## src/rtl/csr_wport_arb.sv

```systemverilog
// csr_wport_arb: serializes trap/MRET CSR write pulses and EXU CSR writes onto one registered write port
module csr_wport_arb #(
  parameter int          XLEN         = 64,
  parameter logic [11:0] ADDR_MEPC    = 12'h341,
  parameter logic [11:0] ADDR_MCAUSE  = 12'h342,
  parameter logic [11:0] ADDR_MSTATUS = 12'h300
) (
  input  logic            clk,
  input  logic            rst_n,
  input  logic            clint_mepc_wen_i,
  input  logic [XLEN-1:0] clint_mepc_wdata_i,
  input  logic            clint_mcause_wen_i,
  input  logic [XLEN-1:0] clint_mcause_wdata_i,
  input  logic            clint_mstatus_wen_i,
  input  logic [XLEN-1:0] clint_mstatus_wdata_i,
  input  logic            exu_csr_valid_i,
  input  logic [11:0]     exu_csr_waddr_i,
  input  logic [XLEN-1:0] exu_csr_wdata_i,
  output logic            exu_csr_ready_o,
  output logic            csr_wen_o,
  output logic [11:0]     csr_waddr_o,
  output logic [XLEN-1:0] csr_wdata_o,
  output logic            arb_busy_o
);
  logic            pend_mepc, pend_mcause, pend_mstatus;
  logic [XLEN-1:0] mepc_q, mcause_q, mstatus_q;
  logic            any_wen, sel_mepc, sel_mcause, sel_mstatus, sel_exu;
  assign any_wen         = clint_mepc_wen_i | clint_mcause_wen_i | clint_mstatus_wen_i;
  assign arb_busy_o      = pend_mepc | pend_mcause | pend_mstatus | any_wen;
  assign exu_csr_ready_o = rst_n & ~pend_mepc & ~pend_mcause & ~pend_mstatus & ~any_wen;
  assign sel_mepc        = pend_mepc;
  assign sel_mcause      = ~pend_mepc & pend_mcause;
  assign sel_mstatus     = ~pend_mepc & ~pend_mcause & pend_mstatus;
  assign sel_exu         = exu_csr_valid_i & exu_csr_ready_o;
  always_ff @(posedge clk) begin
    if (!rst_n) begin
      pend_mepc    <= 1'b0;
      pend_mcause  <= 1'b0;
      pend_mstatus <= 1'b0;
      mepc_q       <= '0;
      mcause_q     <= '0;
      mstatus_q    <= '0;
      csr_wen_o    <= 1'b0;
      csr_waddr_o  <= '0;
      csr_wdata_o  <= '0;
    end else begin
      // a new pulse for the CSR being drained keeps its flag set
      pend_mepc    <= clint_mepc_wen_i    | (pend_mepc    & ~sel_mepc);
      pend_mcause  <= clint_mcause_wen_i  | (pend_mcause  & ~sel_mcause);
      pend_mstatus <= clint_mstatus_wen_i | (pend_mstatus & ~sel_mstatus);
      if (clint_mepc_wen_i)    mepc_q    <= clint_mepc_wdata_i;
      if (clint_mcause_wen_i)  mcause_q  <= clint_mcause_wdata_i;
      if (clint_mstatus_wen_i) mstatus_q <= clint_mstatus_wdata_i;
      csr_wen_o <= sel_mepc | sel_mcause | sel_mstatus | sel_exu;
      if (sel_mepc) begin
        csr_waddr_o <= ADDR_MEPC;
        csr_wdata_o <= mepc_q;
      end else if (sel_mcause) begin
        csr_waddr_o <= ADDR_MCAUSE;
        csr_wdata_o <= mcause_q;
      end else if (sel_mstatus) begin
        csr_waddr_o <= ADDR_MSTATUS;
        csr_wdata_o <= mstatus_q;
      end else if (sel_exu) begin
        csr_waddr_o <= exu_csr_waddr_i;
        csr_wdata_o <= exu_csr_wdata_i;
      end
    end
  end
endmodule

```

## config.mk

```make
export PLATFORM = sky130hd
export DESIGN_NAME = csr_wport_arb
export DESIGN_NICKNAME = d
export VERILOG_FILES = /design/src/rtl/csr_wport_arb.sv
export SDC_FILE = /design/constraint.sdc
export NUM_CORES = 1
export LEC_CHECK = 0
export CAP_MARGIN = 25
export CORE_MARGIN = 5
export CORE_UTILIZATION = 40
export CTS_CLUSTER_DIAMETER = 150
export CTS_CLUSTER_SIZE = 24
export DETAILED_ROUTE_END_ITERATION = 16
export MAX_ROUTING_LAYER = met4
export PLACE_DENSITY = 0.79
export SLEW_MARGIN = 15
export SYNTH_ARGS = -nofsm -noshare
export SYNTH_HDL_FRONTEND = slang
export SYNTH_SLANG_ARGS = --single-unit
```

## constraint.sdc

```tcl
create_clock -name clk -period 2.2 [get_ports clk]
set_input_delay 0.22 -clock clk [delete_from_list [all_inputs] [get_ports clk]]
set_output_delay 0.22 -clock clk [all_outputs]
set_load 0.005 [all_outputs]
```

==> run_results.csv, run 1 <==
group,metric,value,unit
routing,firstDrtPassIters,6,
synth,ys_ff_latch,272,
synth,synth_cell_types,40,
run_status,status,"finished, final reports clean",
synth,synth_top_area_share,45.53,%
cts,cts_tree,"yes",
synth,ys_seq_area_share,45.53,%
routing,via_per_inst,5.509,
global_routing,track_usage,24.17,%
setup_path,cp_max_fo,15,
setup_path,critPathKind,"flip-flop to primary output",
floorplanning,die_w,182.9,um
placed_design,numPortBuffers,352,
timing,max_slew.worst_pin.slew,0.9493,ns
timing,hold_viol_final,0,
placed_design,place_area,15820,um^2
routing,top_layer,"met4",
pwr,ir_drop,0.0004279,V
floorplanning,coreArea,29560,um^2
timing,period_minus_slack,2.106,ns
placed_design,dp_cells,1913,
global_routing,grt_max_degree,86,
routing,drt_wl_total,41240,um
global_routing,grt_pass1_wl,62690,um
routing,wl_met1,16860,um
timing,skew,0.02342,ns
cts,clock_path_buffers,3,
min_path,min_path_type,"input port to flip-flop",
routing,met3_length,3170,um
cts,root_buffer,"clkbuf_16",
placed_design,pre_cts_slack,0.2380,ns
floorplanning,initial_utilization,40.46,%
cts,cts_made_buffers,15,
cts,cts_max_level,1,
global_routing,grt_pass1_vias,10980,
synth,avgSynthCellArea,9.537,um^2
synth,async_flop_share,0,%
timing,slew_headroom,36.72,%
synth,synthFlopType,"dfxtp_1",
setup_path,worstSetupEndpointType,"primary output",
timing,fin_ws,0.09406,ns
pwr,power_density,648.2,nW/um^2
finish,layout-drive-gt1-share,10.57,%
routing,wl_met2,19340,um
synth,synth_edf_count,0,
flow_run,maxCapViolations,0,
setup_path,rrSetupSlack,0.38,ns
synth,netlist_top_cells_area,"dfxtp_1 46%, mux2i_1 16%, nor2_1 6.2%",
timing,rsz0062_at_grt,"false",
finish,finalNonFillerCells,1939,
timing,max_freq,474.8,MHz
synth,synth_top_area_cell,"dfxtp_1",
floorplanning,pin_count,353,
setup_path,crit_required,1.98,ns
routing,post_drt_wl_per_cell,21.27,um
finish,finish.instance_area,16260,um^2
setup_path,startpoint_type,"flip-flop",
setup_path,cp.arrival,1.89,ns
routing,drc,0,
timing,final.setup.tns,0,ns
cts,insertion_delay,0.49,ns
global_routing,antenna_found_initial,7,
timing,setup_viol,0,
placed_design,gp_congestion,0.8586,
synth,syn_inst,1254,
finish,nets,1816,
floorplanning,placementRows,63,
pwr,leakagePower,6.401,nW
cts,cts.sinks,272,
finish,area_delta_synth_final,35.96,%
timing,slew_violations,0,
routing,drtIter0Drc,674,
floorplanning,fp.dieArea,33460,um^2
global_routing,grt-ovfl-total,0,
routing,ant_nets,0,
synth,syn_nets,1528,
placed_design,dpl.hpwl,29020,um
synth,yosysWarnings,0,
timing,period_share,95.72,%
cts,clk_pin_slew,0.10,ns
floorplanning,die_h,182.9,um
routing,vias,10680,
synth,netlist_area,11960,um^2
==> what timing repair did <==
| action | CTS | global route |
|---|---|---|
| gates resized for setup | 2 | 0 |
| endpoints found under the hold margin | 1 | 0 |
| hold buffers | 1 | 0 |
| gates cloned | 0 | 0 |
| buffers inserted | 0 | 1 |
| setup endpoints to repair | 2 | 1 |
| pin swaps | 0 | 1 |
==> synthesized netlist by cell type, types with 6 or more instances <==
master and number:
a211oi_1 31, a21oi_1 7, a311oi_1 32, a31o_2 26
a31oi_1 34, buf_2 28, buf_6 9, clkbuf_1 83
dfxtp_1 272, mux2i_1 192, nand2_1 98, nand3b_1 33
nand4_1 6, nor2_1 196, nor2b_1 65, o221a_2 31
o31a_1 33, or3b_2 26
==> through the flow <==
step                      hold slack [ns]  total power, mW  util (%)
final                              0.1496            10.54     55.01
after global routing               0.1318            10.99     55.01
after CTS                          0.1238            10.64     54.92
after detailed placement           0.4629            7.748     53.53
after global placement             0.4555            7.697     53.53
after floorplan                    0.3672            6.582         -
==> worst paths after layout <==
check                                     from         endpoint  depth (start not counted)
worst max-delay path              pend_mstatus  exu_csr_ready_o                          4
worst min-delay path                     rst_n  csr_wdata_o[36]                          2
worst max register to register       pend_mepc  csr_wdata_o[27]                          5
worst min register to register  csr_waddr_o[3]   csr_waddr_o[3]                          2
==> report_power, final <==
| group | internal [mW] | switching (mW) |
|---|---|---|
| sequential | 5.26 | 0.205 |
| combinational | 1.23 | 0.946 |
| clock | 1.26 | 1.64 |
==> layout by cell type (no fill, tap or decap), types with 5 or more instances in the layout <==
cell type and count:
nand3b_1 33, nor2b_1 65, nand2_1 96, buf_4 41, buf_12 7, o31a_1 33, nand4_1 6, a21oi_1 7
or3b_2 26, or3b_1 5, a31oi_1 34, a311oi_1 32, diode_2 7, clkbuf_16 15, a31o_1 5, mux2i_1 192
dfxtp_1 269, nor2_1 196, a211oi_1 31, a31o_2 26, clkdlybuf4s50_1 348, o31ai_1 5, o221a_2 31
==> layout make-up <==
type / count / area [um^2]
antenna: 7 / 17.52
clock buffer: 16 / 379.1
clock inverter: 1 / 16.27
fill: 2637 / 13300
inverter: 5 / 23.77
multi-input combinational: 850 / 5934
sequential: 272 / 5454
tap: 390 / 488.0
timing repair buffer: 398 / 3946
==> sequential cells by signal (all words and copies together) (netlist names), 12 cells and up <==
name         count
csr_waddr_o     12
csr_wdata_o     64
mcause_q        64
mepc_q          64
mstatus_q       64
==> layer usage <==
layer  GRT usage [%]  vias up
met1           29.53     5082
li1                -     5039
met4           10.19        0
met2           38.85      458
met3           5.256      102
met5               -        -
==> worst max-delay path: stages, from the launching register on <==
cell and delay, ns:
dfxtp_4 0.44, nor3_4 0.22, nand2_2 0.11, nor2_1 0.11
clkdlybuf4s50_1 0.51
==> cell families after synthesis <==
logic type,synth area share [%]
and+or+nand+nor,18.00
DFF,45.53
AOI/OAI and AO/OA,15.28
muxes,16.07
buffers and inverters,5.127
(Power assumes the default switching activity.)
==> run 2, diff against run 1 <==
==> config.mk (replaced) <==
export PLATFORM = sky130hd
export DESIGN_NAME = csr_wport_arb
export DESIGN_NICKNAME = d
export VERILOG_FILES = /design/src/rtl/csr_wport_arb.sv
export SDC_FILE = /design/constraint.sdc
export NUM_CORES = 1
export LEC_CHECK = 0
export ABC_CLOCK_PERIOD_IN_PS = 2200
export CAP_MARGIN = 25
export CORE_MARGIN = 5
export CORE_UTILIZATION = 38
export CTS_CLUSTER_DIAMETER = 150
export CTS_CLUSTER_SIZE = 24
export DETAILED_ROUTE_END_ITERATION = 16
export MAX_ROUTING_LAYER = met4
export PLACE_DENSITY = 0.77
export SLEW_MARGIN = 20
export SYNTH_ARGS = -nofsm -noshare
export SYNTH_HDL_FRONTEND = slang
export SYNTH_SLANG_ARGS = --single-unit
==> run 2 against run 1 <==
First-iteration DRC count down 9.2%. Clock-buffer cell count is the same. Via count is 1.3% lower. Utilization is 3.2 points lower. Design area is 0.28% lower. Routed wire length shrank 0.42%. Critical endpoint unchanged. Sequential power about the same. Setup slack better by 0.015 ns. Sequential cell count unchanged. Cell count up 0.31%. Register-to-register slack lost 0.14 ns.
==> run_results.csv, run 2 (synthesized netlist as in run 1, its figures left out) <==
group,metric,value,unit
cts,cts_tree,"yes",
min_path,holdPathEnd,"csr_waddr_o[1]",
timing,hold_slack,0.2238,ns
routing,vias,10540,
setup_path,crit_required,1.98,ns
timing,slew_violations,0,
cts,cts_setup_buffers,0,
cts,cts.sinks,272,
setup_path,reg2reg_from,"pend_mepc",
setup_path,worstSetupEndpointType,"primary output",
routing,ant_nets,0,
global_routing,antenna_found_initial,7,
floorplanning,fp.dieArea,35120,um^2
finish,area_delta_synth_final,35.57,%
floorplanning,initial_utilization,38.19,%
global_routing,track_usage,22.90,%
routing,drt_wl_total,41070,um
placed_design,dp_cells,1920,
placed_design,gp_congestion,0.8488,
cts,cts_max_level,1,
floorplanning,die_w,187.4,um
floorplanning,die_h,187.4,um
setup_path,rrSetupSlack,0.24,ns
finish,nets,1809,
finish,layout_common_cells,"348 x clkdlybuf4s50_1, 269 x dfxtp_1, 196 x nor2_1",
routing,drc,0,
timing,rsz0062_at_grt,"false",
timing,period_share,95.05,%
placed_design,numPortBuffers,352,
timing,final.setup.tns,0,ns
timing,period_minus_slack,2.091,ns
min_path,min_path_type,"input port to flip-flop",
timing,max_freq,478.2,MHz
setup_path,r2r_end,"csr_wdata_o[21]",
pwr,total_power,10.54,mW
min_path,hold_start,"rst_n",
setup_path,startpoint_type,"flip-flop",
routing,drtIter0Drc,612,
global_routing,grt_pass1_vias,10690,
cts,clock_path_buffers,3,
setup_path,r2r.worst_path.cells,5,
setup_path,cp.arrival,1.87,ns
cts,cts_hold_buf,0,
run_status,status,"finished, final reports clean",
routing,via_per_inst,5.418,
global_routing,grt_pass1_wl,63130,um
cts,root_buffer,"clkbuf_16",
routing,firstDrtPassIters,6,
min_path,min_path_cells,3,
setup_path,cp_max_fo,4,
floorplanning,coreArea,31310,um^2
timing,fin_ws,0.1090,ns
global_routing,grt_max_degree,102,
finish,final_common_cell,"clkdlybuf4s50_1",
timing,hold_viol_final,0,
timing,slew_headroom,37.20,%
setup_path,critPathKind,"flip-flop to primary output",
floorplanning,placementRows,65,
flow_run,maxCapViolations,0,
placed_design,pre_cts_slack,0.2749,ns
global_routing,grt-ovfl-total,0,
finish,layout-drive-gt1-share,10.29,%
finish,finalNonFillerCells,1945,
timing,max_slew.worst_pin.slew,0.9420,ns
timing,setup_viol,0,
timing,skew,0.02618,ns
routing,post_drt_wl_per_cell,21.12,um
cts,cts_made_buffers,15,
pwr,ir_drop,0.0004023,V
placed_design,dpl.hpwl,28840,um
cts,clk_pin_slew,0.10,ns
pwr,power_density,650.0,nW/um^2
cts,insertion_delay,0.50,ns
floorplanning,pin_count,353,
pwr,leakagePower,6.371,nW
[run 2: final cells by class]
cell class / count / area, um^2
clock buffers: 16 / 379.1
fillers: 2800 / 15100
repair buffers: 391 / 3879
diodes: 7 / 17.52
clock inverters: 2 / 25.02
well taps: 402 / 503.0
inverters: 5 / 23.77
flip-flops and latches: 272 / 5451
multi-input cells: 850 / 5934
[run 2: layer usage]
metal  part of all wire (%)  global-route usage, %  vias up
li1                       -                      -     5031
met1                     44                  29.73     5028
met2                     46                  35.94      400
met3                    6.7                  4.573       79
met4                    3.6                  7.736        0
met5                      0                      -        -
[run 2: power breakdown]
group | leakage [nW] | switching (mW) | internal, mW
clock network | 0.198 | 1.64 | 1.27
logic | 3.92 | 0.940 | 1.22
registers | 2.25 | 0.207 | 5.26
[run 2: worst max-delay path, cell delays in order, from the launching register on]
cell and delay (ns):
dfxtp_4 0.38, nor3_4 0.21, nand2_2 0.15, nor2_1 0.12, clkdlybuf4s50_1 0.51
[run 2: how the worst max path moves through the flow]
| stage | startpoint | to | slack, ns | depth (start not counted) |
|---|---|---|---|---|
| 6_report | pend_mcause | exu_csr_ready_o | 0.11 | 4 |
| 5_1_grt | pend_mstatus | exu_csr_ready_o | 0.01 | 4 |
| 4_1_cts | pend_mcause | exu_csr_ready_o | 0.06 | 4 |
| 3_5_place_dp | pend_mepc | csr_wdata_o[21] | 0.27 | 5 |
| 3_3_place_gp | exu_csr_valid_i | csr_wdata_o[44] | 0.35 | 5 |
| 2_1_floorplan | clint_mstatus_wen_i | csr_wdata_o[29] | 0.63 | 6 |
[run 2: repair_timing]
| item | CTS | global route |
|---|---|---|
| resized for setup | 1 | 0 |
| pin swaps | 0 | 1 |
| endpoints found under the setup margin | 1 | 1 |
[run 2: through the flow]
| step | cell area (um^2) | utilization [%] |
|---|---|---|
| floorplan | 11960 | - |
| finish | 16210 | 51.78 |
| global placement | 15790 | 50.43 |
| detailed placement | 15790 | 50.43 |
| CTS | 16200 | 51.72 |
| global route | 16210 | 51.78 |
==> run 3, diff against run 2 <==
--- a/config.mk
+++ b/config.mk
@@ -6,7 +6,6 @@
 export NUM_CORES = 1
 export LEC_CHECK = 0
 export ABC_CLOCK_PERIOD_IN_PS = 2200
-export CAP_MARGIN = 25
 export CORE_MARGIN = 5
 export CORE_UTILIZATION = 38
 export CTS_CLUSTER_DIAMETER = 150
==> results of run 3 <==
The final DEF is identical to that of run 2; final timing and power are the same.
